<file path="src/rtl/result_reader_pkg.sv">
// Shared definitions for the result read-back path: state encoding and the
// default address/data/word-count constants also used by the write-back unit.
package result_reader_pkg;

  localparam int RR_ADDR_W     = 8;
  localparam int RR_DATA_W     = 18;
  localparam int RR_NUM_WORDS  = 32;
  localparam int RR_RY_TIMEOUT = 15;

  typedef enum logic [2:0] {
    ST_IDLE  = 3'd0,
    ST_ISSUE = 3'd1,
    ST_WAIT  = 3'd2,
    ST_HOLD  = 3'd3,
    ST_DONE  = 3'd4
  } rr_state_e;

endpackage

</file>
<file path="src/rtl/result_reader.sv">
// Walks NUM_WORDS consecutive result-SRAM addresses from base_addr and streams
// each 18-bit result out on a valid/ready port; aborts if ry never arrives.
module result_reader
  import result_reader_pkg::*;
#(
  parameter int ADDR_W     = RR_ADDR_W,
  parameter int DATA_W     = RR_DATA_W,
  parameter int NUM_WORDS  = RR_NUM_WORDS,
  parameter int RY_TIMEOUT = RR_RY_TIMEOUT
) (
  input  logic              clk,
  input  logic              rst,
  input  logic              rd_start,
  input  logic [ADDR_W-1:0] base_addr,
  output logic              cs_n,
  output logic              we_n,
  output logic [ADDR_W-1:0] address,
  input  logic [31:0]       read_data,
  input  logic              ry,
  output logic [DATA_W-1:0] out_data,
  output logic              out_valid,
  input  logic              out_ready,
  output logic              busy,
  output logic              rd_done,
  output logic              rd_err
);

  // Output stream handshake: a word moves when out_valid & out_ready are both
  // high on a rising clk edge; once raised, out_valid and out_data hold until
  // that transfer (only reset can drop them early).

  localparam int WCNT_W = $clog2(NUM_WORDS);
  localparam int TMO_W  = $clog2(RY_TIMEOUT + 1);
  localparam logic [WCNT_W-1:0] LAST_WORD = WCNT_W'(NUM_WORDS - 1);
  localparam logic [TMO_W-1:0]  TMO_LAST  = TMO_W'(RY_TIMEOUT - 1);

  // All FSM state lives in one struct so checkers can bind to ctrl_q.
  typedef struct packed {
    rr_state_e         state;
    logic [WCNT_W-1:0] word_cnt;
    logic [TMO_W-1:0]  tmo_cnt;
  } ctrl_t;

  ctrl_t             ctrl_q, ctrl_d;
  logic              cs_n_d;
  logic [ADDR_W-1:0] address_d;
  logic [DATA_W-1:0] out_data_d;
  logic              out_valid_d;
  logic              busy_d;
  logic              rd_done_d;
  logic              rd_err_d;

  // Result words are narrower than the SRAM bus; the top bits are dropped.
  logic unused_rd_hi;
  assign unused_rd_hi = ^read_data[31:DATA_W];

  assign we_n = 1'b1;

  always_ff @(posedge clk or posedge rst) begin
    if (rst) begin
      ctrl_q    <= '{state: ST_IDLE, word_cnt: '0, tmo_cnt: '0};
      cs_n      <= 1'b1;
      address   <= '0;
      out_data  <= '0;
      out_valid <= 1'b0;
      busy      <= 1'b0;
      rd_done   <= 1'b0;
      rd_err    <= 1'b0;
    end else begin
      ctrl_q    <= ctrl_d;
      cs_n      <= cs_n_d;
      address   <= address_d;
      out_data  <= out_data_d;
      out_valid <= out_valid_d;
      busy      <= busy_d;
      rd_done   <= rd_done_d;
      rd_err    <= rd_err_d;
    end
  end

  always_comb begin
    ctrl_d      = ctrl_q;
    cs_n_d      = cs_n;
    address_d   = address;
    out_data_d  = out_data;
    out_valid_d = out_valid;
    rd_done_d   = 1'b0;
    rd_err_d    = rd_err;

    unique case (ctrl_q.state)
      ST_IDLE: begin
        if (rd_start) begin
          ctrl_d.state    = ST_ISSUE;
          ctrl_d.word_cnt = '0;
          address_d       = base_addr;
          rd_err_d        = 1'b0;
        end
      end
      ST_ISSUE: begin
        cs_n_d         = 1'b0;
        ctrl_d.tmo_cnt = '0;
        ctrl_d.state   = ST_WAIT;
      end
      ST_WAIT: begin
        if (ry) begin
          out_data_d   = read_data[DATA_W-1:0];
          out_valid_d  = 1'b1;
          cs_n_d       = 1'b1;
          ctrl_d.state = ST_HOLD;
        end else begin
          ctrl_d.tmo_cnt = ctrl_q.tmo_cnt + TMO_W'(1);
          // Last permitted wait cycle without ry: give up on the whole run.
          if (ctrl_q.tmo_cnt == TMO_LAST) begin
            rd_err_d     = 1'b1;
            cs_n_d       = 1'b1;
            ctrl_d.state = ST_IDLE;
          end
        end
      end
      ST_HOLD: begin
        if (out_ready) begin
          out_valid_d = 1'b0;
          if (ctrl_q.word_cnt == LAST_WORD) begin
            rd_done_d    = 1'b1;
            ctrl_d.state = ST_DONE;
          end else begin
            ctrl_d.word_cnt = ctrl_q.word_cnt + WCNT_W'(1);
            address_d       = address + ADDR_W'(1);
            ctrl_d.state    = ST_ISSUE;
          end
        end
      end
      ST_DONE: begin
        ctrl_d.state = ST_IDLE;
      end
      default: begin
        ctrl_d.state = ST_IDLE;
        cs_n_d       = 1'b1;
        out_valid_d  = 1'b0;
      end
    endcase

    busy_d = (ctrl_d.state != ST_IDLE);
  end

endmodule

</file>
<file path="config.mk">
export PLATFORM = sky130hd
export DESIGN_NAME = result_reader
export DESIGN_NICKNAME = d
export VERILOG_FILES = /design/src/rtl/result_reader_pkg.sv /design/src/rtl/result_reader.sv
export SDC_FILE = /design/constraint.sdc
export NUM_CORES = 1
export LEC_CHECK = 0
export CAP_MARGIN = 15
export CORE_UTILIZATION = 44
export CTS_CLUSTER_DIAMETER = 80
export DETAILED_ROUTE_END_ITERATION = 16
export PLACE_DENSITY = 0.87
export SYNTH_ARGS = -nofsm -noshare
export SYNTH_HDL_FRONTEND = slang
export SYNTH_SLANG_ARGS = --single-unit
export TNS_END_PERCENT = 30
</file>
<file path="constraint.sdc">
create_clock -name clk -period 2.79 [get_ports clk]
set_input_delay 0.558 -clock clk [delete_from_list [all_inputs] [get_ports clk]]
set_output_delay 0.558 -clock clk [all_outputs]
set_load 0.005 [all_outputs]
</file>
Word-level counts from Yosys, hierarchy flattened
Cells that the tools add are included.
{ "classes": {"n_reduce_logical": 13, "mux": 26, "multipliers": 0, "shift": 0, "magnitude_cmp": 0, "eq_ne": 13, "n_addsub": 3, "bitwise": 2, "div": 0} }
{ "op_table": {"columns": ["operator", "n"], "rows": [
  ["8-bit two-way mux", 5],
  ["8-bit case mux with 2 select lines", 1],
  ["2-bit != test (second input constant)", 6],
  ["3-bit case mux with 4 select lines", 1],
  ["5-bit case mux with 2 select lines", 1],
  ["1-bit two-way mux", 9],
  ["3-bit two-way mux", 3],
  ["8-bit by 1-bit adder with 8-bit output (second input constant)", 1],
  ["4-bit case mux with 2 select lines", 1],
  ["4-bit AND reduction", 2],
  ["3-bit by 2-bit == test with 1-bit output (second input constant)", 2],
  ["1-bit case mux with 3 select lines", 2],
  ["2-bit AND reduction", 3],
  ["2-bit nonzero test", 3],
  ["3-bit OR reduction", 2],
  ["5-bit by 1-bit adder with 5-bit output (second input constant)", 1],
  ["5-bit == test (second input constant)", 1],
  ["5-bit two-way mux", 1],
  ["4-bit by 1-bit adder with 4-bit output (second input constant)", 1],
  ["4-bit == test (second input constant)", 1],
  ["4-bit two-way mux", 1],
  ["3-bit by 1-bit == test with 1-bit output (second input constant)", 1],
  ["3-bit == test (second input constant)", 1],
  ["3-bit logical NOT", 1],
  ["other kinds (5)", 6]
]} }
{ "word_totals": {"rom_bits": 0, "output_inout_bits": 32, "wordCells": 67, "ram_bits": 0, "latch_bits": 0, "in_bits": 45, "register_bits": 43, "memories": 0} }

Depth between registers and ports, before layout
Gate-level depths: netlist of run 1.
{ "depth": {"word_depth": 5, "ltp_mapped": 8, "depth_no_buf": 7} }

Worst setup path after synthesis of run 1
No wires, ideal clock.
{ "synth_timing": {"path_kind": "reg-to-reg", "startpoint": "register ctrl_q[4] (netlist name)", "endpoint": "register ctrl_q[6] (netlist name)", "n_path_buf": 1, "setup_ns": 0.124, "required_time_ns": 2.666, "arrival_ns": 1.807, "period_less_slack_ns": 1.931, "stages_incl_launch_ff": 8, "path_slack_ns": 0.859, "cell_sequence": "dfrtp_1 -> ha_1 -> and3_1 -> ha_1 -> nand4b_1 -> a21o_1 -> buf_6 -> a211o_1"} }
{ "synth_between": {"elab_chain_cells": 4, "elab_cells_between_ends": 7, "cone_classes": "1 x add/sub; 2 x eq/ne; 3 x mux; 1 x reduce/logical"} }
{ "synth_rtl": {"columns": ["element", "line_no", "text"], "rows": [
  ["start: declaration", "result_reader.sv:44", "ctrl_t ctrl_q, ctrl_d;"],
  ["start signal: assignment", "result_reader.sv:61", "ctrl_q <= '{state: ST_IDLE, word_cnt: '0, tmo_cnt: '0};"],
  ["start signal: assignment", "result_reader.sv:70", "ctrl_q <= ctrl_d;"],
  ["5-bit by 1-bit adder with 5-bit output", "result_reader.sv:127", "ctrl_d.word_cnt = ctrl_q.word_cnt + WCNT_W'(1);"],
  ["5-bit two-way mux", "result_reader.sv:123", "if (ctrl_q.word_cnt == LAST_WORD) begin"],
  ["8-bit two-way mux", "result_reader.sv:121", "if (out_ready) begin"],
  ["5-bit case mux with 2 select lines", "result_reader.sv:90", "unique case (ctrl_q.state)"]
]} }
Several ways; a longest one is shown, not always the timed one. The select of a mux whose other input is x is not followed.
A chain may end at the register's enable or synchronous reset.

Final worst setup path of run 1
Ends and elaborated chain as after synthesis.

==> results of run 1 <==
## logic make-up after synthesis
logic type | after synthesis | synth area share [%]
adder cells (fa/ha/maj) | 5 | 2.94
XOR/XNOR | 1 | 0.411
AND/OR/NAND/NOR | 50 | 13.7
multiplexers | 21 | 12.6
buffers and inverters | 17 | 4.70
other | 1 | 0.176
flip-flops | 43 | 50.6
AO/OA/AOI/OAI | 53 | 14.9
## cells in the mapped netlist, types with 4 or more instances
cell      count  area (sq um)
a21oi_1      18          90.1
dfrtp_1      42          1050
ha_1          5          62.6
inv_1         7          26.3
mux2_2       10           113
mux2_4        9           135
nand2_1      10          37.5
nand2b_1      5          31.3
nand3_1       7          35.0
nor2_1        5          18.8
nor3_1        5          25.0
nor3b_1       4          30.0
o21ai_0      17          85.1
o22ai_1       4          25.0
## metrics by stage
stage	hold WS, ns	util [%]
after floorplan	0.480	-
after global placement	0.489	61.1
after detailed placement	0.495	61.1
after CTS	0.513	63.4
after global routing	0.533	63.4
final	0.510	63.4
## worst max-delay path: cells and delay by family, from the launching register on
| kind | cells | cell delay, ns |
|---|---|---|
| AO/OA/AOI/OAI | 2 | 0.49 |
| AND/OR/NAND/NOR | 3 | 0.69 |
| flip-flops | 1 | 0.40 |
| adder cells (fa/ha/maj) | 2 | 0.43 |
## final cells by class
class                   instances  area share [%]
flip-flops and latches         43            37.7
multi-input cells             131            33.4
repair buffers                 64            22.2
clock buffers                   8            3.51
well taps                      52            2.28
inverters                       7           0.921
## per-layer routing
| layer | share of wire, % | vias up |
|---|---|---|
| li1 | - | 812 |
| met1 | 45 | 787 |
| met2 | 47 | 56 |
| met3 | 7.1 | 2 |
| met4 | 0.33 | 0 |
| met5 | 0 | - |
## state kept, by name (all words and copies together) (netlist names)
| register | cells |
|---|---|
| out_data | 18 |
| rd_done | 1 |
| out_valid | 1 |
| ctrl_q | 12 |
| rd_err | 1 |
| address | 8 |
| busy | 1 |
| cs_n | 1 |
## path summary, 6_finish.rpt
check,from,to,slack [ns],cells after the start
worst min-delay path,out_data[11]$_DFFE_PP0P_,out_data[11]$_DFFE_PP0P_,0.51,1
min in group asynchronous,rst,out_data[13]$_DFFE_PP0P_,0.69,3
worst max register to register,ctrl_q[4]$_DFFE_PP0P_,ctrl_q[6]$_DFFE_PP0P_,0.71,7
worst min register to register,out_data[11]$_DFFE_PP0P_,out_data[11]$_DFFE_PP0P_,0.51,1
max in group asynchronous,rst,ctrl_q[5]$_DFFE_PP0P_,1.72,3
worst max-delay path,ctrl_q[4]$_DFFE_PP0P_,ctrl_q[6]$_DFFE_PP0P_,0.71,7
## power groups by stage
stage | logic [W] | registers [W] | clock network [W]
3_3_place_gp | 0.00124 | 0.00115 | 0
6_report | 0.00127 | 0.00115 | 0.000421
4_1_cts | 0.00128 | 0.00115 | 0.000436
5_1_grt | 0.00141 | 0.00120 | 0.000466
3_5_place_dp | 0.00128 | 0.00116 | 0
2_1_floorplan | 0.000790 | 0.00109 | 0
==> impl_metrics.toml, run 1 <==
[logic_synthesis]
syn_nets = 241
synth_area_per_cell_sq_um = 11.1
synthArstFlopShare_pct = 100
yosysUniqueCellTypes = 42
synth_seq_cells = 43
netlist_area_sq_um = 2130
ys.flop_type = "dfrtp_1"
synth_cells = 191
ys_seq_area_share_pct = 50.6
synth_edf_count = 0
yosys_warnings = 0

[routing]
ant_nets = 0
first_iter_violations = 101
drt-pass1-iter-count = 4
drc = 0
vias_per_cell = 5.43
vias = 1657
routed_wl_microns = 4210
wl_per_cell_microns = 13.8

[floorplan]
start_util_pct = 47.3
num_io_pins = 77
coreArea_sq_um = 4500
rows = 24
die_x_microns = 71.6
dieArea_sq_um = 5120
die-height_microns = 71.6

[power_and_ir_drop]
p_int_w = 0.00191
p_sw_w = 0.000932
p_sw_share_pct = 32.8
pwr-share-clk_pct = 14.8
power_w = 0.00284
peakVddDrop_v = 0.000492
seqPwrFrac_pct = 40.5
p_leak_nw = 1.21
pwr-share-comb_pct = 44.6
power_density_nw_per_um2 = 995

[setup_path]
worstPathMaxFanout = 12
worstSetupPathType = "flop to flop"
crit_path_frequent_cell = "ha_1"
slowest_stage = "dfrtp_1"
cp.required_ns = 3.01
crit_path_max_incr_delay_ns = 0.40
start_kind = "flop"
path_cells = "ha_1 -> and3_1 -> ha_1 -> nand4b_1 -> a21o_1 -> nor4_1 -> a211o_1"
cp-end-kind = "flop"
arrival_ns = 2.30

[global_routing]
use_met2_pct = 30.1
top_usage_layer = "met2"
grt_max_degree = 44
overflow = 0
grt_use_met3_pct = 6.89
grt_pass1_wl_microns = 7240
grt_pass1_vias = 1620
track_usage_pct = 18.4
grt_antenna_before_repair = 0
met1_usage_pct = 22.8

[cts]
clock_sinks = 43
clock_path_buffers = 2
cts.hold.buffers_added = 0
cts_tree = "yes"
cts.repair.resized = 0
cts_max_level = 2
clockRootBuffer = "clkbuf_8"
clk-insertion-delay-late_ns = 0.29
post_cts_buffers = 0
cts.clk_slew.worst_paths_ns = 0.08
cts_buffers = 5

[hold_path]
hp-class = "flop to flop"

[sta]
rsz0062_at_grt = "false"
fin_ws_ns = 0.713
tns_ns = 0
period_needed_ns = 2.08
timing.final.crit_share_pct = 74.4
slew_violations = 0
max_slew_margin_pct = 56.5
hold_viol = 0
fmax_mhz = 482
setup_viol = 0
worst_pin_slew_ns = 0.653
clock_skew_ns = 0.00577

[finish]
final_common_cell = "clkdlybuf4s50_1"
antenna_cells = 0
area_delta_synth_final_pct = 34.0
finalNonFillerCells = 305
seq_area_sq_um = 1080
layout-drive-gt1-share_pct = 12.6
fillers = 380
final_nets = 302
mostFrequentLayoutCells = "61 x clkdlybuf4s50_1, 42 x dfrtp_1, 18 x a21oi_1, 17 x o21ai_0"
design_area_sq_um = 2850
multiInputGateArea_sq_um = 952

[placed_design]
dp_slack_ns = 0.485
numPortBuffers = 61
place_area_sq_um = 2750
gp_congestion = 0.783
place_hpwl_microns = 2930
place_inst = 297

[run]
max-cap-violations = 0

[run_status]
status = "finished clean"
Note: power is estimated with default switching activity, not from simulation.
==> inputs of run 2 (changes only) <==
--- a/config.mk
+++ b/config.mk
@@ -6,10 +6,10 @@
 export NUM_CORES = 1
 export LEC_CHECK = 0
 export CAP_MARGIN = 15
-export CORE_UTILIZATION = 44
+export CORE_UTILIZATION = 40
 export CTS_CLUSTER_DIAMETER = 80
 export DETAILED_ROUTE_END_ITERATION = 16
-export PLACE_DENSITY = 0.87
+export PLACE_DENSITY = 0.84
 export SYNTH_ARGS = -nofsm -noshare
 export SYNTH_HDL_FRONTEND = slang
 export SYNTH_SLANG_ARGS = --single-unit
==> constraint.sdc (replaced) <==
create_clock -name clk -period 1.7 [get_ports clk]
set_input_delay 0.34 -clock clk [delete_from_list [all_inputs] [get_ports clk]]
set_output_delay 0.34 -clock clk [all_outputs]
set_load 0.005 [all_outputs]
==> impl_metrics.toml, run 2 (synthesis results as in run 1) <==
[routing]
vias = 1798
vias_per_cell = 5.17
ant_nets = 0
first_iter_violations = 64
drc = 0
drt-pass1-iter-count = 4
routed_wl_microns = 4830
wl_per_cell_microns = 13.9

[global_routing]
grt_pass1_wl_microns = 7630
grt_use_met3_pct = 5.62
grt_antenna_before_repair = 0
track_usage_pct = 18.0
grt_pass1_vias = 1704
grt_max_degree = 44
overflow = 0
top_usage_layer = "met2"
use_met2_pct = 30.8
met1_usage_pct = 21.8

[setup_path]
cp.required_ns = 1.93
arrival_ns = 2.05
path_cells = "ha_2 -> and3_4 -> ha_4 -> nand4b_1 -> buf_4 -> a21oi_4 -> buf_6 -> a21oi_2 -> a21oi_2"
cp-end-kind = "flop"
crit_path_max_incr_delay_ns = 0.39
crit_path_frequent_cell = "a21oi_2"
crit_buf_inv = 2
start_kind = "flop"
worstSetupPathType = "flop to flop"
worstPathMaxFanout = 6
crit_family = "flip-flops"
slowest_stage = "dfrtp_1"

[run_status]
violations = "negative setup slack"
status = "complete, but fails checks"

[run]
max-cap-violations = 0

[finish]
largest_reg_flops = 18
top_regs = "out_data x18, ctrl_q x12, address x8"
final_common_cell = "clkdlybuf4s50_1"
final_core_util_pct = 62.3
design_area_sq_um = 3180
final_nets = 327
fillers = 427
antenna_cells = 0
area_delta_synth_final_pct = 49.4
layout-drive-gt1-share_pct = 24.8
mostFrequentLayoutCells = "60 x clkdlybuf4s50_1, 42 x dfrtp_1, 24 x buf_4, 15 x o21ai_0, 13 x a21oi_1"
finalNonFillerCells = 348
regMostFlops = "out_data"

[power_and_ir_drop]
power_density_nw_per_um2 = 1650
peakVddDrop_v = 0.000613
p_leak_nw = 1.36

[cts]
clockRootBuffer = "clkbuf_8"
cts_buffers = 5
clock_path_buffers = 2
clk-insertion-delay-late_ns = 0.30
cts.hold.buffers_added = 0
cts_tree = "yes"
clock_sinks = 43
cts.clk_slew.worst_paths_ns = 0.08
cts_max_level = 2

[floorplan]
die_x_microns = 75.0
start_util_pct = 41.7
coreArea_sq_um = 5110
die-height_microns = 75.0
dieArea_sq_um = 5620
num_io_pins = 77
rows = 26

[sta]
setup_viol = 12
fmax_mhz = 550
rsz0062_at_grt = "true"
holdWs_ns = 0.373
fin_ws_ns = -0.118
slew_violations = 0
period_needed_ns = 1.82
hold_viol = 0
timing.final.crit_share_pct = 107
clock_skew_ns = 0.00443

[placed_design]
numPortBuffers = 61
place_area_sq_um = 2990
place_inst = 337
place_hpwl_microns = 3430
dp_slack_ns = -0.294
gp_congestion = 0.784

[hold_path]
hp-class = "input port to async pin"
run 2: changes by cell type in the layout (fill, tap and decap cells not counted), moves of 2 or more:
| cell | previous run | this run |
|---|---|---|
| a21oi_1 | 18 | 13 |
| a21oi_2 | 1 | 5 |
| buf_12 | 0 | 2 |
| buf_4 | 3 | 24 |
| buf_6 | 0 | 2 |
| ha_1 | 5 | 3 |
| o21ai_0 | 17 | 15 |
run 2: final cells by class:
cell class | instances | area [sq um] | share of cell area, %
multi-input cells | 131 | 1020 | 31.9
well taps | 70 | 87.6 | 2.75
repair buffers | 89 | 856 | 26.9
clock buffers | 6 | 82.6 | 2.60
inverters | 7 | 26.3 | 0.826
clock inverters | 2 | 35.0 | 1.10
flip-flops and latches | 43 | 1080 | 33.9
run 2: through the flow:
step | setup TNS (ns) | total power [W]
after CTS | -0.631 | 0.00525
after floorplan | -0.548 | 0.00310
after global routing | -1.74 | 0.00563
after global placement | -3.88 | 0.00420
after detailed placement | -4.28 | 0.00432
final | -0.801 | 0.00525
run 2: path summary, 6_finish.rpt:
kind                                               start                       end  slack [ns]  cells after the start
worst max register to register     ctrl_q[5]$_DFFE_PP0P_    address[4]$_DFFE_PP0P_       -0.12                      9
worst min register to register  out_data[11]$_DFFE_PP0P_  out_data[11]$_DFFE_PP0P_        0.51                      1
max in group asynchronous                            rst          cs_n$_DFFE_PP1P_        1.07                      3
worst min-delay path                                 rst   out_data[0]$_DFFE_PP0P_        0.37                      3
min in group clk                out_data[11]$_DFFE_PP0P_  out_data[11]$_DFFE_PP0P_        0.51                      1
worst max-delay path               ctrl_q[5]$_DFFE_PP0P_    address[4]$_DFFE_PP0P_       -0.12                      9
run 2: repair_timing:
item                                    CTS  global route
setup buffers                             3             0
endpoints found under the setup margin   14            15
resized for setup                         7             7
pin swaps                                 6             3
run 2: worst reg2reg max path: cells and delay by family, from the launching register on:
| family | cells | cell delay [ns] |
|---|---|---|
| AOI/OAI and AO/OA | 3 | 0.33 |
| DFF | 1 | 0.39 |
| adders and majority gates | 2 | 0.35 |
| buffers and inverters | 2 | 0.33 |
| and+or+nand+nor | 2 | 0.36 |
run 2: metal layers:
metal / vias up / routed length (microns)
li1: 868 / -
met1: 871 / 2050
met2: 49 / 2410
met3: 10 / 294
met4: 0 / 68
met5: - / 0
run 2: where the power goes:
part / switching (W) / internal [W]
clock network: 0.000347 / 0.000475
logic: 0.00105 / 0.00160
registers: 0.000321 / 0.00146
total: 0.00172 / 0.00353
